`config.mk`:
```
export PLATFORM = sky130hd
export DESIGN_NAME = grant_decoder
export DESIGN_NICKNAME = d
export VERILOG_FILES = /design/src/rtl/grant_decoder_pkg.sv /design/src/rtl/grant_decoder_dec2to4.sv /design/src/rtl/grant_decoder.sv
export SDC_FILE = /design/constraint.sdc
export NUM_CORES = 1
export LEC_CHECK = 0
export BUFFER_PORTS_ARGS = -buffer_cell sky130_fd_sc_hd__buf_2
export CORE_AREA = 2 2 39 41
export CTS_CLUSTER_DIAMETER = 80
export CTS_CLUSTER_SIZE = 14
export DETAILED_ROUTE_END_ITERATION = 16
export DIE_AREA = 0 0 41 43
export HOLD_SLACK_MARGIN = 0.15
export PLACE_DENSITY = 0.74
export REMOVE_ABC_BUFFERS = 1
export SETUP_SLACK_MARGIN = 0.02
export SYNTH_ARGS = -nofsm -noshare
export SYNTH_HDL_FRONTEND = slang
export SYNTH_HIERARCHICAL = 1
export SYNTH_SLANG_ARGS = --single-unit
```
`constraint.sdc`:
```
create_clock -name clk -period 3.4 [get_ports clk]
set_clock_uncertainty 0.15 [all_clocks]
set_input_delay 0.17 -clock clk [delete_from_list [all_inputs] [get_ports clk]]
set_output_delay 0.17 -clock clk [all_outputs]
set_load 0.05 [all_outputs]
```
`src/rtl/grant_decoder_pkg.sv`:
```
`default_nettype none
// ============================================================================
//  Module      : grant_decoder_pkg
//  Description : Shared FSM state encoding and field widths for grant_decoder.
//  Revision    : 1.0 - initial release
// ============================================================================
package grant_decoder_pkg;

    localparam int IDX_W   = 2;
    localparam int GRANT_W = 4;
    localparam int CNT_W   = 4;

    typedef enum logic [1:0] {
        IDLE  = 2'd0,
        GRANT = 2'd1,
        GAP   = 2'd2
    } state_t;

endpackage : grant_decoder_pkg
`default_nettype wire

```
`src/rtl/grant_decoder_dec2to4.sv`:
```
`default_nettype none
// ============================================================================
//  Module      : dec2to4
//  Description : Combinational 2-bit index to 4-bit one-hot decoder.
//  Revision    : 1.0 - initial release
// ============================================================================
module dec2to4
    import grant_decoder_pkg::*;
(
    input  logic [IDX_W-1:0]   idx,
    output logic [GRANT_W-1:0] onehot
);

    always_comb begin
        onehot      = '0;
        onehot[idx] = 1'b1;
    end

endmodule : dec2to4
`default_nettype wire

```
`src/rtl/grant_decoder.sv`:
```
`default_nettype none
// ============================================================================
//  Module      : grant_decoder
//  Description : Turns an encoded request into a timed one-hot grant followed
//                by a forced idle gap.
//  Revision    : 1.0 - initial release
// ============================================================================
module grant_decoder
    import grant_decoder_pkg::*;
#(
    parameter int HOLD_CYCLES = 4,
    parameter int GAP_CYCLES  = 1
) (
    input  logic               clk,
    input  logic               rst,
    input  logic               in_valid,
    output logic               in_ready,
    input  logic [IDX_W-1:0]   in_idx,
    input  logic               in_zero,
    // "release" is a reserved word, hence the suffix
    input  logic               release_pulse,
    output logic [GRANT_W-1:0] grant,
    output logic               busy,
    output logic               empty_seen
);

    localparam logic [CNT_W-1:0] c_hold_load = CNT_W'(HOLD_CYCLES - 1);
    localparam logic [CNT_W-1:0] c_gap_load  = CNT_W'((GAP_CYCLES > 0) ? GAP_CYCLES - 1 : 0);

    state_t             r_state;
    state_t             w_state_nxt;
    logic [CNT_W-1:0]   r_cnt;
    logic [CNT_W-1:0]   w_cnt_nxt;
    logic [GRANT_W-1:0] r_grant;
    logic [GRANT_W-1:0] w_grant_nxt;
    logic               r_empty_seen;
    logic               w_empty_nxt;
    logic [GRANT_W-1:0] w_onehot;

    dec2to4 u_dec (
        .idx    (in_idx),
        .onehot (w_onehot)
    );

    always_ff @(posedge clk) begin
        if (rst) begin
            r_state      <= IDLE;
            r_cnt        <= '0;
            r_grant      <= '0;
            r_empty_seen <= 1'b0;
        end else begin
            r_state      <= w_state_nxt;
            r_cnt        <= w_cnt_nxt;
            r_grant      <= w_grant_nxt;
            r_empty_seen <= w_empty_nxt;
        end
    end

    always_comb begin
        w_state_nxt = r_state;
        w_cnt_nxt   = r_cnt;
        w_grant_nxt = r_grant;
        w_empty_nxt = 1'b0;
        case (r_state)
            IDLE: begin
                if (in_valid) begin
                    if (in_zero) begin
                        w_empty_nxt = 1'b1;
                    end else begin
                        w_state_nxt = GRANT;
                        w_grant_nxt = w_onehot;
                        w_cnt_nxt   = c_hold_load;
                    end
                end
            end
            GRANT: begin
                // Early release and counter expiry both close the grant here
                if (release_pulse || (r_cnt == '0)) begin
                    w_grant_nxt = '0;
                    if (GAP_CYCLES == 0) begin
                        w_state_nxt = IDLE;
                        w_cnt_nxt   = '0;
                    end else begin
                        w_state_nxt = GAP;
                        w_cnt_nxt   = c_gap_load;
                    end
                end else begin
                    w_cnt_nxt = r_cnt - CNT_W'(1);
                end
            end
            GAP: begin
                if (r_cnt == '0) begin
                    w_state_nxt = IDLE;
                end else begin
                    w_cnt_nxt = r_cnt - CNT_W'(1);
                end
            end
            default: begin
                w_state_nxt = IDLE;
                w_cnt_nxt   = '0;
                w_grant_nxt = '0;
            end
        endcase
    end

    assign in_ready   = (r_state == IDLE);
    assign busy       = (r_state != IDLE);
    assign grant      = r_grant;
    assign empty_seen = r_empty_seen;

endmodule : grant_decoder
`default_nettype wire

```
### Yosys cells after proc, flatten, opt, wreduce, memory -nomap -nowiden

Cells that the tools add are included.

* flip-flop bits (word level): 11
* input port bits: 7
* output and inout bits: 7

* add/sub/neg operators: 1
* order comparisons: 2
* equal/unequal tests: 7
* mux-type cells: 17
* bitwise gates (word level): 3
* reductions and logical operators: 9

Operators with widths (count)
* 4-bit two-way mux: 7
* 4-bit case mux with 3 select lines: 2
* 2-bit inequality test (second input constant): 5
* 2-bit two-way mux: 4
* 4-bit AND reduction: 2
* 2-bit case mux with 3 select lines: 1
* 4-bit zero test: 1
* 4-bit by 1-bit subtractor with 4-bit output (second input constant): 1
* 2-bit by 3-bit < comparator with 1-bit output (second input constant): 1
* 1-bit NOT: 3
* 3-bit AND reduction: 1
* 3-bit OR reduction: 1
* 1-bit demux with 2-bit select: 1
* 2-bit by 1-bit equality test with 1-bit output (second input constant): 1
* 2-bit equality test (second input constant): 1
* 2-bit by 1-bit >= comparator with 1-bit output (second input constant): 1
* 2-bit zero test: 1
* 1-bit two-way mux: 2
* 2-bit nonzero test: 1
* 1-bit logical AND: 1
* 1-bit logical OR: 1

### Longest topological paths before layout

* word-level depth: 7
* mapped depth: 7
* mapped depth without buffers: 6

### Modules after synthesis

The synthesis kept the hierarchy.

Modules (own cells, without submodules)
* grant_decoder: instances 1, cells each 63, area each 556.8 µm², seq. area each 220.2 µm²
* dec2to4: instances 1, cells each 4, area each 26.3 µm², seq. area each 0.0 µm²

### Worst setup path after synthesis

Ideal clock, no wire load.

* path kind: flip-flop to flip-flop
* start: reg r_state[0]
* end: reg r_grant[0] (netlist: grant[0])
* arrival: 2207 ps
* slack: 982 ps
* cell stages (with the launch flop): 5
* buffers on the path: 0
* period minus slack after synthesis: 2418 ps
* path through: dfxtp_1 > nor2_1 > inv_1 > nor3_1 > a22o_1

* word-level cells in the longest chain between the ends: 3
* elaborated cells on any way between the ends: 9
* those cells by class: 5 x eq/ne; 1 x mux; 1 x bitwise; 2 x reduce/logical

RTL lines
* start, declared: RTL line grant_decoder.sv:30 `state_t r_state;`
* start signal, assigned: RTL line grant_decoder.sv:52 `r_state <= w_state_nxt;`
* 2-bit zero test *
* net in_ready: RTL line grant_decoder.sv:17 `output logic in_ready,`
* 2-bit inequality test (no source line)
* 4-bit AND reduction (no source line)
* end signal, assigned: RTL line grant_decoder.sv:54 `r_grant <= w_grant_nxt;`
* end, declared: RTL line grant_decoder.sv:34 `logic [GRANT_W-1:0] r_grant;`

Mark *: on every way through the listed nets, which the timed path passes. The rest lies on a longest branch.
A chain may end at the register's enable or synchronous reset.

### Final worst setup path

* start: in in_zero
* end: reg r_empty_seen (netlist: empty_seen)

* word-level cells in the longest chain between the ends: 1

RTL lines
* start, declared: RTL line grant_decoder.sv:19 `input logic in_zero,`
* 1-bit two-way mux: RTL line grant_decoder.sv:67 `if (in_zero) begin`
* end signal, assigned: RTL line grant_decoder.sv:55 `r_empty_seen <= w_empty_nxt;`
* end, declared: RTL line grant_decoder.sv:36 `logic r_empty_seen;`

No other way between the ends.

==> results.cfg <==
[setup_path]
crit_path_max_fanout = 2
crit_family = buffers and inverters
crit_slowest_cell = dlygate4sd3_1
worstRegToRegCells = 6
slowest_delay_ns = 0.57
rr_startpoint = r_cnt[0]$_SDFFE_PP0P_
worstSetupPathType = in -> reg
path_buf_inv = 4
cp-end-kind = flop
critPathLaunchType = input pin
reg2reg_slack_ns = 1.50
cp_data_required_time_ns = 3.47
rr_endpoint = grant[0]$_SDFFE_PP0P_
cp_cell_sequence = dlygate4sd3_1 -> buf_2 -> nand2_1 -> dlygate4sd3_1 -> nor3_1 -> dlygate4sd3_1
cpMostUsedCell = dlygate4sd3_1
cp.arrival_ns = 2.07

[placed_design]
portBuffers = 13
gp_congestion = 0.821
dpl.hpwl_um = 839
placed_area_um2 = 648

[detailed_routing]
route.detailed.drc = 0
via_per_inst = 5.26
drt-total-wl_mm = 1.30
drt_pass1_iterations = 6
routedWlPerCell_um = 12.4
drtIter0Drc = 4
num_vias = 552
drtAntennaViolNets = 0

[logic_synthesis]
synth_cell_types = 30
avgSynthCellArea_um2 = 8.70
syn_area_um2 = 583
synth_seq_cells = 11
netlist_instances = 67
synth_seq_area_share_pct = 37.8
synth.yosys.warnings = 6

[sta]
max_slew_margin_pct = 52.7
period_share_pct = 58.6
worstMarginPinSlew_ns = 0.703
hold_violations = 0
layout_min_cycle_time_ns = 1.99
rsz0062_at_grt = false
setup_viol = 0
fmax_mhz = 502
slew_viol_final = 0
fin_setup_tns_ns = 0

[global_route]
grt_max_degree = 12
antenna_found_initial = 0
grt_first_pass_wirelength_mm = 2.21
grt.total_usage_pct = 18.9
overflow = 0
grt_pass1_vias = 527

[power_and_ir_drop]
power_frac_clock_pct = 27.6
switching_power_w = 0.000112
power.density_mw_per_mm2 = 445
leakage_nw = 0.340
seqPwrFrac_pct = 44.6
swShare_pct = 33.4
p_total_w = 0.000336
intPower_w = 0.000224
combinationalPowerShare_pct = 27.9
max-vdd-ir-drop_uv = 298

[clock_network]
cts_tree = built
postCtsHoldBufs = 8
post-cts-setup-buffers = 0
cts_resized = 0
cts_root_buffer = clkbuf_4
htree_levels = 1
cts-buffers-inserted = 3
path_clk_slew_ns = 0.07
clk_path_buf_depth = 2
cts.sinks = 11
clk_latency_ns = 0.28

[floorplanning]
dieHeight_um = 43
num_rows = 14
start_util_pct = 42.1
pin_count = 14
die_x_um = 41
core_mm2 = 0.00138
dieArea_mm2 = 0.00176

[finish]
design_area_um2 = 754
area_delta_synth_final_pct = 29.4
final_nets = 99
utilization_pct = 54.5
fill_cells = 127
diodes = 0
drive_gt1_share_pct = 23.6

[hold_path]
worstHoldEndpoint = grant[1]$_SDFFE_PP0P_
hp-class = reg -> reg
min_path_cells = 1
hold_start = grant[1]$_SDFFE_PP0P_

[flow_run]
maxCapViolCount = 0

[status]
status = complete, no violations
## metrics by stage
step                      instances  worst slack [ns]  hold slack, ns
final                           105              1.41           0.327
after global routing            105              1.34           0.366
after CTS                       105              1.44           0.329
after detailed placement         93              1.53           0.255
after global placement           93              1.55           0.253
after floorplan                  64             0.930          0.0891
## synthesized netlist by cell type
library cell	n	area share (%)
a2111oi_2	1	2.6
a211oi_1	1	1.3
a21oi_1	3	2.6
a21oi_2	1	1.5
a221o_1	1	1.7
a22o_1	4	6.0
a2bb2oi_1	1	1.5
a31oi_1	1	1.1
and2_2	1	1.3
and2b_2	1	1.5
and3_1	2	2.1
buf_1	1	0.64
buf_2	1	0.86
buf_6	1	1.9
dfxtp_1	11	38
ha_1	2	4.3
inv_1	4	2.6
nand2_1	2	1.3
nand2b_1	1	1.1
nand3_1	2	1.7
nor2_1	7	4.5
nor2b_1	4	4.3
nor3_1	4	3.4
nor3b_1	2	2.6
o21ai_0	3	2.6
o31a_1	1	1.5
o31ai_1	1	1.3
or3b_1	1	1.5
or3b_2	1	1.5
xor2_1	1	1.5
## per-layer routing
metal  vias up  routed length [um]  global-route usage, %
met4         0                  38                   12.0
met1       247                 558                   23.0
met5         -                   0                      0
met2        15                 639                   29.1
li1        285                   -                      -
met3         5                  67                   3.14
## worst max path at each step
stage	end	start	slack, ns	depth (start not counted)
floorplan	grant[0]$_SDFFE_PP0P_	r_state[1]$_SDFFE_PP0P_	0.93	4
global placement	grant[0]$_SDFFE_PP0P_	r_cnt[0]$_SDFFE_PP0P_	1.55	6
detailed placement	grant[3]$_SDFFE_PP0P_	r_cnt[0]$_SDFFE_PP0P_	1.53	6
CTS	empty_seen$_SDFF_PP0_	in_zero	1.44	6
global route	empty_seen$_SDFF_PP0_	in_zero	1.34	6
finish	empty_seen$_SDFF_PP0_	in_zero	1.41	6
## kinds of logic (layout without fill, tap and decap cells)
family | Yosys count | count (layout) | synth area share (%)
simple gates | 28 | 28 | 26.8
compound gates | 18 | 18 | 23.6
flops | 11 | 11 | 37.8
buf+inv | 7 | 29 | 6.01
fa+ha+maj | 2 | 2 | 4.29
xor+xnor | 1 | 1 | 1.50
## cells in the final DEF (no fill, tap or decap), types with 2 or more instances in the layout
cell / netlist / final
nand2_1: 2 / 2
a22o_1: 4 / 4
clkbuf_4: 0 / 3
nand3_1: 2 / 2
nor2_1: 7 / 7
and3_1: 2 / 2
nor2b_1: 4 / 4
a21oi_1: 3 / 3
nor3_1: 4 / 4
dlygate4sd3_1: 0 / 8
buf_2: 1 / 13
inv_1: 4 / 4
nor3b_1: 2 / 2
ha_1: 2 / 2
o21ai_0: 3 / 3
dfxtp_1: 11 / 11
## worst reg2reg max path: stages (launching register included)
cell     delay, ns
dfxtp_1       0.35
inv_1         0.09
ha_1          0.15
or3b_1        0.47
nand3_1       0.14
o31ai_1       0.17
a22o_1        0.27
## registers in the layout, indices dropped and copies added, names as in the netlist
register / count
grant: 4
r_cnt: 4
r_state: 2
empty_seen: 1
## layout make-up
| cell class | count | area [um2] | area share [%] |
|---|---|---|---|
| clock buffers | 4 | 26.3 | 3.48 |
| inverters | 4 | 15.0 | 1.99 |
| multi-input cells | 49 | 328 | 43.4 |
| flip-flops and latches | 11 | 220 | 29.2 |
| well taps | 16 | 20.0 | 2.65 |
| repair buffers | 21 | 145 | 19.2 |
## power by group through the flow
stage	Clock, W	Combinational, W	Sequential (W)
6_report	0.0000925	0.0000935	0.000150
5_1_grt	0.0000980	0.000104	0.000152
3_5_place_dp	0	0.0000859	0.000152
4_1_cts	0.0000912	0.0000941	0.000149
2_1_floorplan	0	0.0000599	0.000157
3_3_place_gp	0	0.0000851	0.000152
Power figures use the tool's default switching activity.
